$ cat config.mk
export PLATFORM = sky130hd
export DESIGN_NAME = fetch_sequencer
export DESIGN_NICKNAME = d
export VERILOG_FILES = /design/src/rtl/fetch_sequencer.sv
export SDC_FILE = /design/constraint.sdc
export NUM_CORES = 1
export LEC_CHECK = 0
export CORE_AREA = 2 2 204 206
export CTS_CLUSTER_SIZE = 12
export DETAILED_ROUTE_END_ITERATION = 6
export DIE_AREA = 0 0 206 208
export HOLD_SLACK_MARGIN = 0.1
export SLEW_MARGIN = 25
export SYNTH_ARGS = -nofsm -noshare
export SYNTH_HDL_FRONTEND = slang
export SYNTH_SLANG_ARGS = --single-unit
$ cat constraint.sdc
create_clock -name iClk -period 2.5 [get_ports iClk]
set_input_delay 0.5 -clock iClk [delete_from_list [all_inputs] [get_ports iClk]]
set_output_delay 0.5 -clock iClk [all_outputs]
set_load 0.03 [all_outputs]
$ cat src/rtl/fetch_sequencer.sv
// Instruction fetch sequencer: PC, single-outstanding memory reads, instruction FIFO.
// Optional FETCH_STATS_EN adds oFetchCount/oFlushCount statistics outputs.
module fetch_sequencer #(
  parameter int unsigned DEPTH    = 4,
  parameter logic [31:0] RESET_PC = 32'h0000_0000
) (
  input  logic        iClk,
  input  logic        iRstN,
  output logic        oMemReq,
  output logic [31:0] oMemAddr,
  input  logic        iMemValid,
  input  logic [31:0] iMemData,
  input  logic        iRedirect,
  input  logic [31:0] iRedirectPC,
  output logic        oInstrValid,
  output logic [31:0] oInstr,
  output logic [31:0] oInstrPC,
  input  logic        iInstrReady,
  output logic        oBusy
`ifdef FETCH_STATS_EN
  ,
  output logic [31:0] oFetchCount,
  output logic [15:0] oFlushCount
`endif
);

  localparam int unsigned AW = $clog2(DEPTH);
  localparam int unsigned CW = AW + 1;

  typedef enum logic [1:0] {
    IDLE,
    ISSUE,
    WAIT,
    DISCARD
  } state_t;

  state_t        state_q;
  logic [31:0]   pc_q;
  logic [31:0]   req_pc_q;
  logic [31:0]   fifo_data [DEPTH];
  logic [31:0]   fifo_pc   [DEPTH];
  logic [AW-1:0] rd_q;
  logic [AW-1:0] wr_q;
  logic [CW-1:0] count_q;

  logic        credit;
  logic        mem_req;
  logic        push;
  logic        pop;
  logic [31:0] redirect_pc;

  assign redirect_pc = iRedirectPC & ~32'h3;

  // count_q includes nothing outstanding while in ISSUE
  assign credit  = count_q < CW'(DEPTH);
  assign mem_req = (state_q == ISSUE) && credit && !iRedirect;
  assign push    = (state_q == WAIT) && iMemValid && !iRedirect;
  assign pop     = (count_q != '0) && iInstrReady && !iRedirect;

  always_ff @(posedge iClk or negedge iRstN) begin
    if (!iRstN) begin
      state_q  <= IDLE;
      pc_q     <= RESET_PC;
      req_pc_q <= '0;
      rd_q     <= '0;
      wr_q     <= '0;
      count_q  <= '0;
      for (int i = 0; i < int'(DEPTH); i++) begin
        fifo_data[i] <= '0;
        fifo_pc[i]   <= '0;
      end
    end else if (iRedirect) begin
      pc_q    <= redirect_pc;
      rd_q    <= '0;
      wr_q    <= '0;
      count_q <= '0;
      unique case (state_q)
        WAIT:    state_q <= iMemValid ? ISSUE : DISCARD;
        DISCARD: state_q <= iMemValid ? ISSUE : DISCARD;
        default: state_q <= ISSUE;
      endcase
    end else begin
      if (mem_req) begin
        pc_q     <= pc_q + 32'd4;
        req_pc_q <= pc_q;
      end
      if (push) begin
        fifo_data[wr_q] <= iMemData;
        fifo_pc[wr_q]   <= req_pc_q;
        wr_q            <= wr_q + AW'(1);
      end
      if (pop) begin
        rd_q <= rd_q + AW'(1);
      end
      if (push && !pop) begin
        count_q <= count_q + CW'(1);
      end else if (pop && !push) begin
        count_q <= count_q - CW'(1);
      end
      unique case (state_q)
        IDLE:    state_q <= ISSUE;
        ISSUE:   if (mem_req) state_q <= WAIT;
        WAIT:    if (iMemValid) state_q <= ISSUE;
        DISCARD: if (iMemValid) state_q <= ISSUE;
        default: state_q <= IDLE;
      endcase
    end
  end

`ifdef FETCH_STATS_EN
  always_ff @(posedge iClk or negedge iRstN) begin
    if (!iRstN) begin
      oFetchCount <= '0;
      oFlushCount <= '0;
    end else begin
      if (push) begin
        oFetchCount <= oFetchCount + 32'd1;
      end
      if (iRedirect) begin
        oFlushCount <= oFlushCount + 16'd1;
      end
    end
  end
`endif

  assign oMemReq     = mem_req;
  assign oMemAddr    = mem_req ? pc_q : '0;
  assign oInstrValid = count_q != '0;
  assign oInstr      = fifo_data[rd_q];
  assign oInstrPC    = fifo_pc[rd_q];
  assign oBusy       = (state_q == WAIT) || (state_q == DISCARD);

endmodule

==> metrics.csv <==
stage,metric,value,unit
global_route,track_usage,0.162,
synth,synth_top_area_cell,dfrtp_1,
timing,relSlewSlack,0.475,
timing,finalMaxSlewViolations,0,
synth,ys_seq_area_frac,0.564,
setup_path,worst_ep_required_time,2000,ps
pwr,switching_share,0.330,
timing,finalHoldViolCount,0,
place,dp_hpwl,22.2,mm
outcome,failed_checks,setup timing,
drt,vias,8977,
synth,synthTopCellsByArea,"dfrtp_1 56%, mux2_2 20%, mux4_2 9.9%",
global_route,grt_pass1_wl,54.5,mm
synth,ys_types,44,
cells_and_area,fillCellCount,3607,
global_route,grt_max_degree,66,
pwr,p_per_area,1040,nW/µm²
setup_path,cp-start-kind,flop,
timing,rsz0062_at_grt,yes,
floorplanning,fp-row-count,74,
timing,whs,497,ps
clock_tree,clk_latency,550,ps
synth,mappedNetlistArea,14100,µm²
clock_tree,clockBufferDepth,3,
timing,setup_viol,27,
drt,drt_iter0_drc,343,
clock_tree,cts-buffers-inserted,39,
place,port_buffers,161,
timing,finClkSkew,17.4,ps
flow_run,cap_violations,0,
synth,yosys_warnings,0,
synth,yosysTopAreaCellShare,0.564,
global_route,grt_pass1_vias,9627,
floorplanning,die_y,208,µm
place,dp_slack,-173,ps
synth,netlist_instances,967,
place,gp_congestion,0.796,
cells_and_area,area_growth_syn_to_layout,33.1,%
pwr,power_frac_comb,0.355,
floorplanning,die_w,206,µm
pwr,pwr-share-seq,0.352,
pwr,p_clk_frac,0.294,
synth,synth-seq-cells,317,
setup_path,critPathKind,flop to output pin,
clock_tree,cts_tree,built,
clock_tree,clock-root-buffer,clkbuf_16,
drt,ant_nets,0,
timing,tightest_slew,785,ps
floorplanning,core,40600,µm²
setup_path,end_kind,output pin,
clock_tree,h-tree-depth,2,
cells_and_area,layout-drive-gt1-share,0.489,
floorplanning,die-area,42800,µm²
setup_path,cp.arrival,2080,ps
clock_tree,clock-sinks,317,
drt,drc,0,
drt,vias_per_cell,5.09,
pwr,p_leak,8.90,nW
timing,fin_crit_sh,1.03,
global_route,antenna_found_initial,0,
cells_and_area,multiInputGateArea,6060,µm²
pwr,p_sw,6.42,mW
cells_and_area,antenna_cells,0,
timing,layout_min_cycle_time,2580,ps
drt,first_pass_iters,4,
setup_path,critPathMaxFanout,12,
timing,fin_ws,-82.5,ps
floorplanning,ios,168,
cells_and_area,fin_nets,1277,
pwr,intPower,13.0,mW
hold_path,min_path_type,input pin to asynchronous set/reset pin,
cells_and_area,regArea,7940,µm²
outcome,status,finished with violations,
floorplanning,initial_utilization,0.347,
global_route,globalRoute.totalOverflow,0,
setup_path,rr_worst_depth,5,
synth,syn-mean-instance-area,14.6,µm²
drt,routed_wl,34.1,mm
timing,max_freq,0.387,GHz
drt,avgRoutedWirePerCell,19.3,µm
clock_tree,clk_pin_slew,60,ps
pwr,irDropWorstVdd,0.442,mV
## layout make-up
cell class | count | share of cell area
repair buffers | 256 | 0.145
flip-flops and latches | 317 | 0.424
well taps | 532 | 0.0355
clock inverters | 20 | 0.0119
multi-input cells | 575 | 0.323
clock buffers | 51 | 0.0577
inverters | 13 | 0.00260
## cell usage after synthesis, drive strengths merged
library cell / instances
a211oi: 1
a21o: 30
a221oi: 1
a22oi: 1
a31oi: 12
and2: 1
and3: 27
and4: 3
buf: 13
clkbuf: 52
conb: 1
dfrtp: 317
fa: 1
ha: 5
inv: 13
mux2: 248
mux2i: 2
mux4: 62
nand2: 30
nand3: 13
nand3b: 2
nand4: 11
nand4bb: 1
nor2: 30
nor2b: 1
nor3: 10
nor3b: 2
nor4: 3
nor4b: 1
o211ai: 2
o21ai: 21
o31a: 1
o31ai: 10
or3: 3
or3b: 1
or4: 18
xnor2: 14
xor2: 3
## sequential cells by signal, summed over array words and instances (netlist names)
register	count
fifo_data	128
fifo_pc	120
pc_q	30
req_pc_q	30
count_q	3
rd_q	2
state_q	2
wr_q	2
## critical path, cell delays in order (launching register included)
cell             delay [ps]
dfrtp_4                 510
buf_12                  190
mux4_2                  520
clkdlybuf4s15_2         300
## power by group through the flow
stage | clock network (mW) | registers, mW | logic, mW
floorplan | 0 | 6.60 | 3.84
global placement | 0 | 6.86 | 6.15
detailed placement | 0 | 6.91 | 6.22
CTS | 5.90 | 6.84 | 6.76
global route | 6.11 | 7.00 | 7.32
finish | 5.71 | 6.84 | 6.89
## kinds of logic after synthesis
group	Yosys count	synth area share
AOI/OAI and AO/OA	79	0.0375
xor gates and xnor gates	17	0.0106
adders and majority gates	6	0.00587
buffers and inverters	78	0.0225
DFF	317	0.564
muxes	312	0.299
other	1	0.000266
and+or+nand+nor	157	0.0605
## routing by layer
layer | track usage | routed length, µm | share of wire
met5 | 0 | 0 | 0
met4 | 0.0532 | 781 | 0.023
met3 | 0.0293 | 1650 | 0.049
met2 | 0.256 | 16000 | 0.47
met1 | 0.226 | 15600 | 0.46
## timing repair
item / CTS / global route
endpoints found under the setup margin: 87 / 91
buffers inserted: 11 / 14
gates resized for setup: 317 / 52
pin swaps: 1 / 4
gates cloned: 5 / 1
hold buffers: 1 / 0
hold endpoints to repair: 55 / 0
## cell usage in the layout, fill, tap and decap left out, types with 4 or more instances in the layout
cell / count
dfrtp_1: 315
mux2_2: 248
buf_4: 71
clkdlybuf4s50_1: 66
mux4_2: 62
buf_6: 62
clkbuf_16: 40
a21o_1: 30
buf_12: 28
nand2_1: 25
and3_4: 24
nor2_1: 24
buf_2: 18
or4_1: 17
o21ai_0: 15
xnor2_1: 14
nand3_1: 13
inv_1: 12
a31oi_1: 12
nand4_1: 11
nor3_1: 10
o31ai_1: 10
clkinv_2: 9
nor2_4: 6
o21ai_1: 6
clkbuf_8: 6
clkbuf_1: 6
ha_1: 5
nand2_4: 4
conb_1: 4
inv_6: 4
bufinv_16: 4
clkdlybuf4s15_2: 4
## final timing paths
path,startpoint,end,slack (ps)
max,rd_q[0],oInstr[19],-80
min,iRstN,fifo_data[109],500
max reg2reg,count_q[2],pc_q[26],90
min reg2reg,fifo_pc[12],fifo_pc[12],500
max in group asynchronous,iRstN,fifo_pc[119],1170
min in group iClk,iRedirectPC[12],pc_q[12],500
## through the flow
step / total power, mW / instance area, µm² / instances / TNS, ps / util
final: 19.4 / 18700 / 1764 / -838 / 0.462
after detailed placement: 13.1 / 16800 / 1662 / -18080 / 0.415
after global placement: 13.0 / 16800 / 1662 / -22130 / 0.415
after global routing: 20.4 / 18700 / 1764 / -5000 / 0.462
after floorplan: 10.4 / 14100 / 970 / 0 / -
after CTS: 19.5 / 18600 / 1750 / -4260 / 0.458
(Power assumes the default switching activity.)
